### src/rtl/commit_reclaim.sv
// rtl/commit_reclaim.sv - architectural rename table plus reclaim FIFO returning displaced pregs to the free list
// Optional statistics counters: RECLAIM_STAT_EN
module commit_reclaim #(
  parameter int COMMIT_WIDTH = 2,
  parameter int ARCHREG      = 32,
  parameter int PHYREG       = 64,
  parameter int FIFO_DEPTH   = 8,
  localparam int AW = $clog2(ARCHREG),
  localparam int PW = $clog2(PHYREG),
  localparam int FW = $clog2(FIFO_DEPTH),
  localparam int CW = FW + 1
) (
  input  logic                             clk,
  input  logic                             rst,
  input  logic [COMMIT_WIDTH-1:0]          commit_valid_i,
  input  logic [COMMIT_WIDTH-1:0]          commit_wen_i,
  input  logic [COMMIT_WIDTH-1:0][AW-1:0]  commit_areg_i,
  input  logic [COMMIT_WIDTH-1:0][PW-1:0]  commit_preg_i,
  output logic                             commit_ready_o,
  output logic [COMMIT_WIDTH-1:0]          free_valid_o,
  output logic [COMMIT_WIDTH-1:0][PW-1:0]  free_preg_o,
  input  logic                             free_ready_i,
  output logic [ARCHREG-1:0][PW-1:0]       arch_rat_o,
`ifdef RECLAIM_STAT_EN
  output logic [31:0]                      reclaim_cnt_o,
  output logic [31:0]                      stall_cnt_o,
`endif
  output logic [CW-1:0]                    fifo_cnt_o
);

  logic [ARCHREG-1:0][PW-1:0]    rat_q, rat_d;
  logic [FIFO_DEPTH-1:0][PW-1:0] fifo_q, fifo_d;
  logic [FW-1:0]                 head_q, head_d, tail_q, tail_d;
  logic [CW-1:0]                 cnt_q, cnt_d;
  logic [CW-1:0]                 push_n, pop_n;
  logic [COMMIT_WIDTH-1:0]       eff;
  logic [PW-1:0]                 old_preg;
  logic                          ready;

  always_comb begin
    ready    = (cnt_q <= CW'(FIFO_DEPTH - COMMIT_WIDTH));
    rat_d    = rat_q;
    fifo_d   = fifo_q;
    push_n   = '0;
    old_preg = '0;
    for (int i = 0; i < COMMIT_WIDTH; i++)
      eff[i] = commit_valid_i[i] & commit_wen_i[i] & ready & (commit_areg_i[i] != '0);
    // An older slot in the same group writing the same areg displaces the table entry first.
    for (int i = 0; i < COMMIT_WIDTH; i++) begin
      if (eff[i]) begin
        old_preg = rat_q[commit_areg_i[i]];
        for (int j = 0; j < i; j++)
          if (eff[j] && (commit_areg_i[j] == commit_areg_i[i]))
            old_preg = commit_preg_i[j];
        fifo_d[FW'(tail_q + push_n[FW-1:0])] = old_preg;
        push_n = push_n + CW'(1);
      end
    end
    for (int i = 0; i < COMMIT_WIDTH; i++)
      if (eff[i]) rat_d[commit_areg_i[i]] = commit_preg_i[i];
    pop_n  = free_ready_i ? ((cnt_q < CW'(COMMIT_WIDTH)) ? cnt_q : CW'(COMMIT_WIDTH)) : '0;
    cnt_d  = cnt_q + push_n - pop_n;
    head_d = head_q + pop_n[FW-1:0];
    tail_d = tail_q + push_n[FW-1:0];
  end

  always_comb begin
    for (int k = 0; k < COMMIT_WIDTH; k++) begin
      free_valid_o[k] = (cnt_q > CW'(k));
      free_preg_o[k]  = fifo_q[FW'(head_q + FW'(k))];
    end
  end

  assign commit_ready_o = ready;
  assign arch_rat_o     = rat_q;
  assign fifo_cnt_o     = cnt_q;

  always_ff @(posedge clk or negedge rst) begin
    if (!rst) begin
      for (int i = 0; i < ARCHREG; i++) rat_q[i] <= PW'(i);
      fifo_q <= '0;
      head_q <= '0;
      tail_q <= '0;
      cnt_q  <= '0;
    end else begin
      rat_q  <= rat_d;
      fifo_q <= fifo_d;
      head_q <= head_d;
      tail_q <= tail_d;
      cnt_q  <= cnt_d;
    end
  end

`ifdef RECLAIM_STAT_EN
  logic [31:0] reclaim_q, stall_q;

  always_ff @(posedge clk or negedge rst) begin
    if (!rst) begin
      reclaim_q <= '0;
      stall_q   <= '0;
    end else begin
      reclaim_q <= reclaim_q + 32'(push_n);
      if ((|commit_valid_i) && !ready) stall_q <= stall_q + 32'd1;
    end
  end

  assign reclaim_cnt_o = reclaim_q;
  assign stall_cnt_o   = stall_q;
`endif

endmodule

### config.mk
export PLATFORM = sky130hd
export DESIGN_NAME = commit_reclaim
export DESIGN_NICKNAME = d
export VERILOG_FILES = /design/src/rtl/commit_reclaim.sv
export SDC_FILE = /design/constraint.sdc
export NUM_CORES = 1
export LEC_CHECK = 0
export CORE_MARGIN = 5
export CORE_UTILIZATION = 60
export CTS_CLUSTER_DIAMETER = 50
export DETAILED_ROUTE_END_ITERATION = 8
export PLACE_DENSITY = 0.95
export SLEW_MARGIN = 20
export SYNTH_ARGS = -nofsm -noshare
export SYNTH_HDL_FRONTEND = slang
export SYNTH_SLANG_ARGS = --single-unit
### constraint.sdc
create_clock -name clk -period 7.75 [get_ports clk]
set_input_delay 0.775 -clock clk [delete_from_list [all_inputs] [get_ports clk]]
set_output_delay 0.775 -clock clk [all_outputs]
set_load 0.05 [all_outputs]
After elaboration in Yosys (flattened, before gate mapping)
Cells that the tools add are included.

storage, ports and cells
  register bits after elaboration = 250
  bits in latches = 0
  memory bits (writable) = 0
  memory bits (read-only) = 0
  bits of input ports = 29
  output and inout bits = 211
  word-level logic and storage cells = 108
  memories = 0

cells by class
  $add $sub $neg = 7
  multiply operators = 0
  divide/modulo/power cells = 0
  $lt $le $gt $ge = 14
  equal/unequal tests = 1
  shifts and indexed selects = 0
  mux-type cells = 30
  bitwise operators = 6
  reductions and logical operators = 7

operators with widths
  kind                                                             count
  bitwise mux 192 bit                                              2
  two-way mux 192 bit                                              2
  bitwise mux 48 bit                                               2
  two-way mux 48 bit                                               2
  binary-select mux 6 bit (select 5 bit)                           2
  demux 6 bit (select 5 bit)                                       2
  two-way mux 6 bit                                                10
  binary-select mux 6 bit (select 3 bit)                           2
  demux 6 bit (select 3 bit)                                       2
  < comparator 3 x 4 -> 1 bit (second input constant)              4
  < comparator 5 x 6 -> 1 bit (second input constant)              2
  two-way mux 4 bit                                                3
  >= comparator 5 x 1 -> 1 bit (second input constant)             2
  nonzero test 5 bit                                               2
  adder 3 bit                                                      3
  > comparator 4 x 1 -> 1 bit (second input constant)              2
  AND 1 bit                                                        6
  >= comparator 3 x 1 -> 1 bit (second input constant)             2
  equality test 5 bit                                              1
  logical AND 1 bit                                                5
  adder 4 x 1 -> 4 bit (second input constant)                     1
  adder 4 bit                                                      1
  less-or-equal comparator 4 x 3 -> 1 bit (second input constant)  1
  < comparator 4 x 2 -> 1 bit (second input constant)              1
  other kinds (3)                                                  3

Depth between registers and ports, before layout
Gate-level depths: netlist of the first run.

  depth after elaboration = 11
  gate-level depth with buffers = 12
  gate-level depth less buffers = 11

Least setup slack after synthesis of the first run
OpenSTA, ideal clock, no wires.

  path type = flip-flop to flip-flop
  start = register cnt_q[1], in the netlist fifo_cnt_o[1]
  end = register cnt_q[2], in the netlist fifo_cnt_o[2]
  library setup time = 0.123 ns
  data arrival time = 3.221 ns
  data required time = 7.627 ns
  slack = 4.406 ns
  cell stages (with the launch flop) = 13
  path buffers = 1
  clock period less this slack = 3.344 ns
  path through = dfrtp_1 -> a31oi_2 -> o311ai_4 -> inv_2 -> buf_4 -> ha_1 -> inv_1 -> ha_1 -> inv_1 -> ha_1 -> inv_1 -> fa_1 -> xnor2_1

on the way
  word-level cells in the longest chain between the ends = 8
  elaborated cells between the ends (all ways) = 13
  those cells by class = add/sub: 3; order compare: 2; mux: 4; bitwise: 4

RTL lines
  item                                       RTL line  source
  start, declared                            34        logic [CW-1:0] cnt_q, cnt_d;
  start signal, assigned                     90        cnt_q <= cnt_d;
  less-or-equal comparator 4 x 3 -> 1 bit *  41        ready = (cnt_q <= CW'(FIFO_DEPTH - COMMIT_WIDTH));
  named net commit_ready_o                   19        output logic commit_ready_o,
  AND 1 bit (2 in series)                    47        eff[i] = commit_valid_i[i] & commit_wen_i[i] & ready & (commit_areg_i[i] != '0);
  two-way mux 1 bit                          50        if (eff[i]) begin
  adder 4 x 1 -> 4 bit                       56        push_n = push_n + CW'(1);
  two-way mux 4 bit *                        50
  adder 4 bit *                              62        cnt_d = cnt_q + push_n - pop_n;
  subtractor 4 bit *                         62
  named net cnt_d[2]                         34

The timed path passes the listed nets; every way through them passes the cells marked *.

==> flow_summary.yaml, run 1 <==
route:
  vias: 16100
  ant_nets: 0
  vias_per_cell: 7.25
  routedWlPerCell_um: 31.8
  firstDrtPassIters: 6
  routed_wirelength_um: 70800
  drcViolationCount: 0
  drt_iter0_markers: 2563
placed_design:
  gp_congestion: 1.10
  io_buffers: 239
  dp_hpwl_um: 50300
layout:
  antenna_cells: 0
  drive_gt1_share_pct: 12.2
  area_growth_pct: 19.8
  utilization_pct: 72.8
  final_nets: 1903
pwr:
  power_frac_comb_pct: 53.2
  p_sw_share_pct: 51.1
  p_int_mw: 4.44
  power.density_nw_per_um2: 463
  clock_power_share_pct: 15.2
  p_sw_mw: 4.65
  ir_worst_vdd_v: 0.000351
  leakage_nw: 8.20
  p_seq_share_pct: 31.6
critical_path:
  cp.depth: 4
  path_class: "reg2out"
  worstPathCellList: "ha_1 > mux4_2 > mux2_2 > clkdlybuf4s50_1"
  crit_path_start_kind: "flop"
  cpPeakStageDelay_ns: 0.76
  end_kind: "output port"
  cp_max_fo: 14
  required_ns: 6.97
  worst-path-buf-inv: 1
  reg2reg_depth: 7
  cpMaxStageDelayCell: "ha_1"
  critPathTopFamily: "adder cells"
  critPathArrivalTime_ns: 3.37
logic_synthesis:
  synth_top_area_share_pct: 26.0
  ys.warnings.count: 0
  ys_seq_area_share_pct: 38.8
  yosysUniqueCellTypes: 53
  synth_top_area_cell: "dfrtp_1"
  avgSynthCellArea_um2: 9.50
  synthTopCellsByArea: "dfrtp_1 26%, mux2i_1 22%, dfstp_2 13%"
  syn_area_um2: 16400
  synth_flop_cell: "dfrtp_1"
  synth_seq_cells: 250
  async_flop_share_pct: 100
  synthesis.nets: 1767
  syn_inst: 1723
  synth-edff-count: 0
grt:
  use_met1_pct: 59.3
  grtUsageTotal_pct: 44.8
  grt_pass1_vias: 16000
  grt_max_degree: 116
  antenna_found_initial: 1
  grt_overflow: 0
  grtUsageMet2_pct: 68.8
  grt-busiest-layer: "met2"
  grt_pass1_wl_um: 105000
  grtUsageMet3_pct: 11.0
floorplanning:
  start_util_pct: 60.8
  fp.dieW_um: 175
  row_count: 60
  boundaryPins: 240
  fp.dieArea_um2: 30700
  core-area_um2: 27000
  chipHeight_um: 175
cts:
  cts.sinks: 250
  clock_latency_ns: 0.56
  clkSlewWorstSetupHoldPaths_ns: 0.06
  cts_setup_buffers: 0
  cts_root_buf: "clkbuf_16"
  ctsHoldBuffers: 0
  clk_path_buf_depth: 3
  cts_resized: 0
  cts_tree: "yes"
  cts_made_buffers: 28
  htreeDepth: 1
timing:
  rsz0062_at_grt: "no"
  max_slew_margin_pct: 28.9
  min_period_ns: 4.15
  setup_tns_ns: 0
  final_hold_viol_count: 0
  slew_viol_final: 0
  setup_viol: 0
  worst_pin_slew_ns: 1.06
  fin_skew_ns: 0.0228
  fin_crit_sh_pct: 53.5
  clock.fmax_ghz: 0.241
flow_run:
  cap_violations: 0
worst_hold_path:
  hp-class: "in2async"
status:
  status: "finished, final reports clean"
==> through the flow <==
| stage | power, mW | worst slack, ns | std cells | instance area [um2] | hold slack (ns) |
|---|---|---|---|---|---|
| 2_1_floorplan | 5.64 | 4.41 | 1723 | 16400 | 0.479 |
| 3_3_place_gp | 7.44 | 3.46 | 2170 | 18700 | 0.507 |
| 3_5_place_dp | 7.56 | 3.38 | 2170 | 18700 | 0.508 |
| 4_1_cts | 8.96 | 3.58 | 2222 | 19600 | 0.333 |
| 5_1_grt | 9.32 | 3.42 | 2222 | 19600 | 0.368 |
| 6_report | 9.09 | 3.60 | 2222 | 19600 | 0.292 |
==> cell type report <==
type	instances	area (um2)
Inverter	14	52.6
Multi-Input combinational cell	1310	9340
Tap cell	341	427
Clock buffer	35	808
Timing Repair Buffer	255	2480
Sequential cell	250	6360
Clock inverter	17	148
Fill cell	1855	7340
==> cell usage after synthesis, types with 12 or more instances <==
library cell,instances
nor4_1,25
o21ai_0,90
inv_1,13
nor2_1,219
nand3_1,12
mux2_2,12
dfstp_2,80
buf_1,15
a31oi_1,18
a21oi_1,127
nand2_1,135
clkbuf_1,91
mux2i_1,361
mux4_2,24
dfrtp_1,170
o2bb2ai_1,40
buf_2,36
nand4bb_1,12
nor2_2,15
o22ai_1,104
==> cell families after synthesis <==
logic type      after synthesis  synth area share, %
compound gates              388                 14.4
xor+xnor                     13                0.695
fa+ha+maj                    15                 1.33
buf+inv                     163                 4.19
flops                       250                 38.8
mux                         397                 26.2
other cells                   1               0.0229
simple gates                496                 14.3
==> placed cells by master, fill, tap and decap left out, drive strengths merged, types with 3 or more instances in the layout <==
cell	synthesis	routed
clkdlybuf4s50	0	230
nor3b	5	5
o21ai	90	90
nand3b	3	3
inv	14	19
o2bb2ai	40	40
nand4b	8	8
nor2b	7	7
xnor2	8	8
mux2	12	12
dfstp	80	80
nand4	6	6
xor2	5	5
clkinv	0	7
or4b	8	8
buf	58	25
and2	9	9
nor4	25	25
nand4bb	12	12
nor3	9	9
mux4	24	24
mux2i	361	361
ha	11	11
a31oi	24	24
or2	3	3
nand2	136	136
fa	4	4
or3	5	5
clkbuf	91	35
and3b	3	3
nand3	12	12
dfrtp	170	170
o22ai	104	104
clkinvlp	0	4
and3	5	5
nor2	234	234
a21oi	127	127
==> worst paths after layout <==
kind / startpoint / end / slack [ns]
worst max-delay path: head_q[1] / free_preg_o[7] / 3.60
worst min-delay path: rst / fifo_q[24] / 0.29
worst max register to register: fifo_cnt_o[1] / arch_rat_o[16] / 4.50
worst min register to register: arch_rat_o[183] / arch_rat_o[183] / 0.53
max in group asynchronous: rst / arch_rat_o[180] / 5.99
min in group clk: arch_rat_o[183] / arch_rat_o[183] / 0.53
==> power groups by stage <==
stage | clock network (mW) | registers (mW) | logic, mW
6_report | 1.38 | 2.87 | 4.84
5_1_grt | 1.43 | 2.89 | 5.00
4_1_cts | 1.37 | 2.80 | 4.79
3_5_place_dp | 0 | 2.81 | 4.75
3_3_place_gp | 0 | 2.79 | 4.64
2_1_floorplan | 0 | 3.81 | 1.82
==> flip-flops by register name (all words and copies together) (netlist names) <==
name,flops
arch_rat_o,192
fifo_cnt_o,4
fifo_q,48
head_q,3
tail_q,3
==> metal layers <==
| layer | up-vias | routed length, um |
|---|---|---|
| met5 | - | 22 |
| met4 | 2 | 5060 |
| met3 | 355 | 8610 |
| met2 | 1427 | 31100 |
| met1 | 7773 | 26000 |
| li1 | 6562 | - |
Power figures use the tool's default switching activity.
==> run 2, diff against run 1 <==
--- a/config.mk
+++ b/config.mk
@@ -6,10 +6,10 @@
 export NUM_CORES = 1
 export LEC_CHECK = 0
 export CORE_MARGIN = 5
-export CORE_UTILIZATION = 60
+export CORE_UTILIZATION = 56
 export CTS_CLUSTER_DIAMETER = 50
 export DETAILED_ROUTE_END_ITERATION = 8
-export PLACE_DENSITY = 0.95
+export PLACE_DENSITY = 0.94
 export SLEW_MARGIN = 20
 export SYNTH_ARGS = -nofsm -noshare
 export SYNTH_HDL_FRONTEND = slang
==> constraint.sdc (replaced) <==
create_clock -name clk -period 3.83 [get_ports clk]
set_input_delay 0.383 -clock clk [delete_from_list [all_inputs] [get_ports clk]]
set_output_delay 0.383 -clock clk [all_outputs]
set_load 0.05 [all_outputs]
==> flow_summary.yaml, run 2 (synthesis gave the netlist of run 1 again) <==
timing:
  worst_pin_slew_ns: 1.05
  setup_viol: 0
  rsz0062_at_grt: "no"
  clock.fmax_ghz: 0.297
  min_period_ns: 3.37
  fin_skew_ns: 0.0151
  setup_tns_ns: 0
  fin_crit_sh_pct: 88.0
  slew_viol_final: 0
  max_slew_margin_pct: 29.3
  fin_ws_ns: 0.458
  final_hold_viol_count: 0
route:
  routedWlPerCell_um: 29.8
  firstDrtPassIters: 6
  ant_nets: 0
  routed_wirelength_um: 68500
  drt_iter0_markers: 2535
  vias: 16300
  vias_per_cell: 7.08
  drcViolationCount: 0
floorplanning:
  core-area_um2: 28800
  start_util_pct: 56.9
  fp.dieW_um: 181
  fp.dieArea_um2: 32800
  boundaryPins: 240
  chipHeight_um: 181
  row_count: 62
grt:
  grtUsageMet3_pct: 10.3
  grtUsageTotal_pct: 40.1
  antenna_found_initial: 2
  grt_max_degree: 95
  grt_pass1_wl_um: 102000
  grt_pass1_vias: 16000
  grt_overflow: 0
  grt-busiest-layer: "met2"
  grtUsageMet2_pct: 61.2
  use_met1_pct: 53.5
layout:
  area_growth_pct: 21.8
  final_cell_mix: "361 x mux2i_1, 231 x clkdlybuf4s50_1, 219 x nor2_1"
  final_nets: 1934
  drive_gt1_share_pct: 12.9
  final_common_cell: "mux2i_1"
  multiInputGateArea_um2: 9330
  fill_cells: 2073
  largest_reg_flops: 192
  antenna_cells: 0
  register_area_um2: 6360
flow_run:
  cap_violations: 0
critical_path:
  critPathArrivalTime_ns: 2.99
  reg2reg_from: "fifo_cnt_o[1]"
  r2r_setup_slack_ns: 0.49
  crit_path_start_kind: "flop"
  required_ns: 3.45
  end_kind: "output port"
  reg2reg_depth: 8
  path_class: "reg2out"
  r2r-end: "fifo_q[35]"
  cp_max_fo: 12
pwr:
  p_seq_share_pct: 31.5
  p_sw_share_pct: 50.5
  power.density_nw_per_um2: 926
  leakage_nw: 8.36
  p_int_mw: 9.14
  p_sw_mw: 9.33
  clock_power_share_pct: 15.4
  power_frac_comb_pct: 53.1
  ir_worst_vdd_v: 0.000784
cts:
  cts_root_buf: "clkbuf_16"
  cts_tree: "yes"
  htreeDepth: 1
  cts.sinks: 250
  clock_latency_ns: 0.57
  cts_made_buffers: 29
  clk_path_buf_depth: 3
  cts_setup_buffers: 0
  clkSlewWorstSetupHoldPaths_ns: 0.06
status:
  status: "finished, final reports clean"
placed_design:
  place_ws_ns: 0.376
  dp_hpwl_um: 49200
  gp_congestion: 1.12
  io_buffers: 239
worst_hold_path:
  hp-class: "in2async"
-- run 2: changes by cell type in the layout (fill, tap and decap cells not counted), moves of 3 or more --
cell        change
clkinvlp_4      -4
buf_12          +3
clkinv_2        -4
buf_4          +26
clkbuf_1       +12
-- run 2: layer usage --
layer  share of wire [%]  wire length (um)
met5               0.032                22
met4                 6.7              4600
met3                  14              9250
met2                  43             29700
met1                  36             24900
-- run 2: worst max-delay path by stage --
| stage | startpoint | endpoint | depth (start not counted) |
|---|---|---|---|
| after floorplan | fifo_cnt_o[1] | fifo_cnt_o[2] | 12 |
| after global placement | commit_areg_i[2] | fifo_cnt_o[1] | 12 |
| after detailed placement | commit_areg_i[2] | fifo_q[10] | 10 |
| after CTS | head_q[0] | free_preg_o[7] | 4 |
| after global routing | fifo_cnt_o[1] | fifo_q[35] | 9 |
| final | head_q[0] | free_preg_o[7] | 4 |
-- run 2: metrics by stage --
stage	instance area [um2]	power (mW)	hold slack [ns]	cells	utilization [%]
final	19900	18.5	0.434	2297	69.3
after global routing	19900	18.9	0.461	2297	69.3
after CTS	19900	18.2	0.418	2297	69.3
after detailed placement	19000	15.3	0.450	2242	65.9
after global placement	19000	15.1	0.447	2242	65.9
after floorplan	16400	11.4	0.0874	1723	-
-- run 2: repair_timing --
item                      in CTS  in global routing
hold endpoints to repair      75                  0
hold buffers                   1                  0
resized for setup              0                  0
-- run 2: cell type report --
| type | instances | area share, % |
|---|---|---|
| multi-input combinational | 1310 | 46.8 |
| sequential | 250 | 31.9 |
| tap | 384 | 2.41 |
| clock buffer | 45 | 4.14 |
| inverter | 14 | 0.264 |
| timing repair buffer | 285 | 13.8 |
| clock inverter | 9 | 0.703 |
-- run 2: power by group through the flow --
| stage | clock network, mW | logic, mW | registers (mW) |
|---|---|---|---|
| 2_1_floorplan | 0 | 3.68 | 7.72 |
| 3_3_place_gp | 0 | 9.46 | 5.64 |
| 3_5_place_dp | 0 | 9.66 | 5.67 |
| 4_1_cts | 2.83 | 9.71 | 5.65 |
| 5_1_grt | 2.95 | 10.2 | 5.83 |
| 6_report | 2.85 | 9.80 | 5.81 |
-- run 2: worst max-delay path, stage by stage, from the launching register on --
cell and delay (ns):
dfrtp_1 0.39, ha_1 0.63, mux4_2 0.43, mux2_2 0.28
clkdlybuf4s50_1 0.70
==> run 3, diff against run 2 <==
--- a/config.mk
+++ b/config.mk
@@ -10,7 +10,6 @@
 export CTS_CLUSTER_DIAMETER = 50
 export DETAILED_ROUTE_END_ITERATION = 8
 export PLACE_DENSITY = 0.94
-export SLEW_MARGIN = 20
 export SYNTH_ARGS = -nofsm -noshare
 export SYNTH_HDL_FRONTEND = slang
 export SYNTH_SLANG_ARGS = --single-unit
==> results of run 3 <==
No change in the layout: final DEF, timing and power equal those of run 2.
